===== config.mk =====
export PLATFORM = sky130hd
export DESIGN_NAME = panda_risc_v_dtcm_ctrl
export DESIGN_NICKNAME = d
export VERILOG_FILES = /design/src/rtl/panda_risc_v_dtcm_ctrl.sv
export SDC_FILE = /design/constraint.sdc
export NUM_CORES = 1
export LEC_CHECK = 0
export ABC_AREA = 1
export CAP_MARGIN = 15
export CORE_MARGIN = 3
export CORE_UTILIZATION = 25
export CTS_CLUSTER_SIZE = 12
export DETAILED_ROUTE_END_ITERATION = 12
export GPL_TIMING_DRIVEN = 0
export PLACE_DENSITY = 0.56
export SLEW_MARGIN = 20
export SYNTH_ARGS = -nofsm -noshare
export SYNTH_HDL_FRONTEND = slang
export SYNTH_SLANG_ARGS = --single-unit

===== constraint.sdc =====
create_clock -name clk -period 4.4 [get_ports clk]
set_input_delay 0.66 -clock clk [delete_from_list [all_inputs] [get_ports clk]]
set_output_delay 0.66 -clock clk [all_outputs]
set_load 0.05 [all_outputs]

===== src/rtl/panda_risc_v_dtcm_ctrl.sv =====
// DTCM controller: ICB load/store to a 1-cycle SRAM, ordered responses via a 3-entry buffer.
// Latency: response 2 cycles after command handshake; cmd_ready is a credit on pending + buffered entries.
module panda_risc_v_dtcm_ctrl #(
  parameter logic [31:0] base_addr        = 32'h1000_0000,
  parameter int          addr_range       = 32768,
  parameter int          simulation_delay = 1
) (
  input  logic                              clk,
  input  logic                              sys_reset,
  input  logic [31:0]                       s_icb_cmd_addr,
  input  logic                              s_icb_cmd_read,
  input  logic [31:0]                       s_icb_cmd_wdata,
  input  logic [3:0]                        s_icb_cmd_wmask,
  input  logic                              s_icb_cmd_valid,
  output logic                              s_icb_cmd_ready,
  output logic [31:0]                       s_icb_rsp_rdata,
  output logic                              s_icb_rsp_err,
  output logic                              s_icb_rsp_valid,
  input  logic                              s_icb_rsp_ready,
  output logic                              bram_en,
  output logic [3:0]                        bram_wen,
  output logic [$clog2(addr_range)-3:0]     bram_addr,
  output logic [31:0]                       bram_din,
  input  logic [31:0]                       bram_dout
);

  localparam int lg = $clog2(addr_range);
  localparam int unused_sim_delay = simulation_delay;

  logic        cmd_hs;
  logic        in_range;
  logic        rsp_pop;
  logic        unused_addr_lsb;

  logic        pend_vld;
  logic        pend_read;
  logic        pend_err;
  logic [31:0] push_rdata;

  logic [31:0] fifo_rdata [0:2];
  logic        fifo_err   [0:2];
  logic [1:0]  wr_ptr;
  logic [1:0]  rd_ptr;
  logic [1:0]  cnt;

  function automatic logic [1:0] ptr_next(input logic [1:0] p);
    return (p == 2'd2) ? 2'd0 : p + 2'd1;
  endfunction

  assign unused_addr_lsb = ^s_icb_cmd_addr[1:0];

  assign in_range = (s_icb_cmd_addr[31:lg] == base_addr[31:lg]);
  assign cmd_hs   = s_icb_cmd_valid & s_icb_cmd_ready;
  assign rsp_pop  = s_icb_rsp_valid & s_icb_rsp_ready;

  // Credit counts the in-flight SRAM access too, so a push can never find the buffer full.
  assign s_icb_cmd_ready = ~sys_reset & ((3'({2'b00, pend_vld}) + 3'({1'b0, cnt})) < 3'd3);

  assign bram_en   = cmd_hs & in_range;
  assign bram_wen  = (cmd_hs & in_range & ~s_icb_cmd_read) ? s_icb_cmd_wmask : 4'b0000;
  assign bram_addr = s_icb_cmd_addr[lg-1:2];
  assign bram_din  = s_icb_cmd_wdata;

  assign push_rdata = (pend_read & ~pend_err) ? bram_dout : 32'h0;

  assign s_icb_rsp_valid = (cnt != 2'd0);
  assign s_icb_rsp_rdata = s_icb_rsp_valid ? fifo_rdata[rd_ptr] : 32'h0;
  assign s_icb_rsp_err   = s_icb_rsp_valid ? fifo_err[rd_ptr]   : 1'b0;

  always_ff @(posedge clk) begin
    if (sys_reset) begin
      pend_vld  <= 1'b0;
      pend_read <= 1'b0;
      pend_err  <= 1'b0;
      wr_ptr    <= 2'd0;
      rd_ptr    <= 2'd0;
      cnt       <= 2'd0;
    end else begin
      pend_vld  <= cmd_hs;
      pend_read <= s_icb_cmd_read;
      pend_err  <= ~in_range;
      if (pend_vld) wr_ptr <= ptr_next(wr_ptr);
      if (rsp_pop)  rd_ptr <= ptr_next(rd_ptr);
      case ({pend_vld, rsp_pop})
        2'b10:   cnt <= cnt + 2'd1;
        2'b01:   cnt <= cnt - 2'd1;
        default: cnt <= cnt;
      endcase
    end
  end

  // Entry storage needs no reset: the count gates what is visible at the head.
  always_ff @(posedge clk) begin
    if (pend_vld & ~sys_reset) begin
      fifo_rdata[wr_ptr] <= push_rdata;
      fifo_err[wr_ptr]   <= pend_err;
    end
  end

endmodule

==> out/metrics.cfg <==
[timing]
holdWs_ns = 0.475
rsz0062_at_grt = false
fin_crit_sh_pct = 76.2
min_period_ns = 3.35
skew_ns = 0.00433
setup_viol = 0
drv_slew = 0
slew-limit-headroom_pct = 50.4
hold_viol_final = 0
tightest_slew_ns = 0.745
fmax_ghz = 0.298

[layout]
final_cell_mix = 142 x clkdlybuf4s50_1, 120 x inv_1, 99 x edfxtp_1, 52 x buf_4, 46 x nor2_1
n_antenna_cell = 0
final_common_cell = clkdlybuf4s50_1
nNetsFinal = 746
drive_above_1_share_pct = 19.4
syn2layout_area_growth_pct = 40.8
final_area_mm2 = 0.00748

[cts]
post_cts_resized = 0
clkTransAtPathRegs_ns = 0.07
clock_path_buffers = 2
ctsRootBufferMaster = clkbuf_16
cts_max_level = 3
ctsHoldBuffers = 0
insertion_delay_ns = 0.34
clkSinkCount = 110
cts_tree = built
cts_buffers = 9
cts_setup_buffers = 0

[worst_setup_path]
critPathKind = in2out
crit_start = sys_reset
reg2reg_slack_ns = 2.60
crit_fanout = 7
start_kind = input pin
r2r_cells = 4
end_kind = output pin
worstPathRequired_ns = 3.74
crit_end = bram_wen[3]
timing.rr.start = pend_vld$_SDFF_PP0_
cp.arrival_ns = 2.69
worst_r2r_endpoint = fifo_rdata[2][6]$_DFFE_PP_

[floorplan]
rows = 52
die_h_um = 152
dieArea_mm2 = 0.0230
coreArea_mm2 = 0.0206
start_util_pct = 25.9
io_pins = 190
die_w_um = 152

[route]
routedWlPerCell_um = 13.0
vias = 3566
via_per_inst = 3.91
drtPass1Iterations = 4
ant_nets = 0
drt_iter0_drc = 115
drc = 0
routed_wl_um = 11900

[yosys]
ys_ff_latch = 110
ys_types = 26
ys_seq_area_share_pct = 60.1
syn_area_mm2 = 0.00532
ys_warn_count = 0
syn_inst = 476
avgSynthCellArea_um2 = 11.2
synth_fp_nets = 584

[grt]
grt_pass1_vias = 3542
gr-total-overflow = 0
antenna_found_initial = 0
grt_max_degree = 19
grtUsageTotal_pct = 10.1
grt_pass1_wl_um = 18400

[power]
vdd_drop_max_v = 0.000234
total_leakage_power_uw = 0.00332
power_density_mw_per_mm2 = 503

[hold_path]
min-delay-path-class = reg2reg

[placed_design]
io_buffers = 142
place_area_mm2 = 0.00719
gp_congestion = 0.685
dp_hpwl_um = 8830

[job]
maxCapViolations = 0

[status]
outcome = finished, final reports clean

## area by class of cell
cell class,count,area (um2)
Timing Repair Buffer,151,1520
Sequential cell,110,3190
Clock buffer,9,225
Inverter,123,462
Fill cell,2132,13100
Tap cell,270,338
Buffer,62,455
Multi-Input combinational cell,181,1220
Clock inverter,7,70.1
## cell usage after synthesis, drive strengths merged
master	count	area share (%)
mux2	33	9.1
ha	3	0.71
nand3	1	0.094
clkbuf	5	0.35
a31o	2	0.33
nand2	14	0.99
edfxtp	99	56
or2	1	0.12
nand4	1	0.24
a211oi	1	0.14
xor2	1	0.16
o21ai	36	3.4
nor3	3	0.28
dfxtp	11	4.1
o211a	1	0.19
a21oi	36	3.4
buf	57	8.2
nor2	48	3.5
inv	123	8.7
## power breakdown
group          internal [uW]  switching (uW)
Clock                    442             353
Sequential              1180            25.8
Combinational            650            1110
Total                   2270            1490
## sequential cells by signal, summed over array words and instances, names as in the netlist, named ones only
signal and flops:
pend_read 1, fifo_rdata 96, wr_ptr 2, rd_ptr 2
cnt 2, pend_err 1, fifo_err 3, pend_vld 1
## metrics by stage
step | setup WS, ns | util [%] | cells | TNS (ns) | total power, uW
2_1_floorplan | 0.791 | - | 476 | 0 | 2450
3_3_place_gp | -1.65 | 34.4 | 888 | -104.57 | 3010
3_5_place_dp | 1.01 | 35.0 | 897 | 0 | 3020
4_1_cts | 1.00 | 36.4 | 913 | 0 | 3820
5_1_grt | 0.868 | 36.4 | 913 | 0 | 3960
6_report | 1.05 | 36.4 | 913 | 0 | 3760
## routing by layer
metal / share of wire (%) / up-vias / global-route usage [%]
li1: - / 1804 / -
met1: 43 / 1650 / 12.2
met2: 51 / 102 / 17.5
met3: 5.7 / 10 / 3.07
met4: 1.0 / 0 / 2.83
met5: 0 / - / 0
## kinds of logic after synthesis
group                    synth area share (%)
XOR/XNOR                                0.165
flip-flops                               60.1
AND/OR/NAND/NOR                          5.25
multiplexers                             9.11
adder cells (fa/ha/maj)                 0.706
buffers and inverters                    17.3
AO/OA/AOI/OAI                            7.44
## critical path, stage by stage
cell             delay (ns)
clkdlybuf4s50_1        0.50
inv_2                  0.15
nand3_1                0.13
nor2_1                 0.17
nand4_2                0.16
nor2_1                 0.12
clkdlybuf4s50_1        0.81
## worst min-delay path by stage
stage,end,from,cells after the start,slack [ns]
detailed placement,fifo_err[2]$_DFFE_PP_,pend_err$_SDFF_PP0_,0,0.46
CTS,fifo_err[1]$_DFFE_PP_,pend_err$_SDFF_PP0_,0,0.48
global route,fifo_err[0]$_DFFE_PP_,pend_err$_SDFF_PP0_,0,0.52
finish,fifo_err[2]$_DFFE_PP_,pend_err$_SDFF_PP0_,0,0.48
floorplan,fifo_err[0]$_DFFE_PP_,pend_err$_SDFF_PP0_,0,0.44
global placement,fifo_err[0]$_DFFE_PP_,pend_err$_SDFF_PP0_,0,0.46
Power figures use the tool's default switching activity.
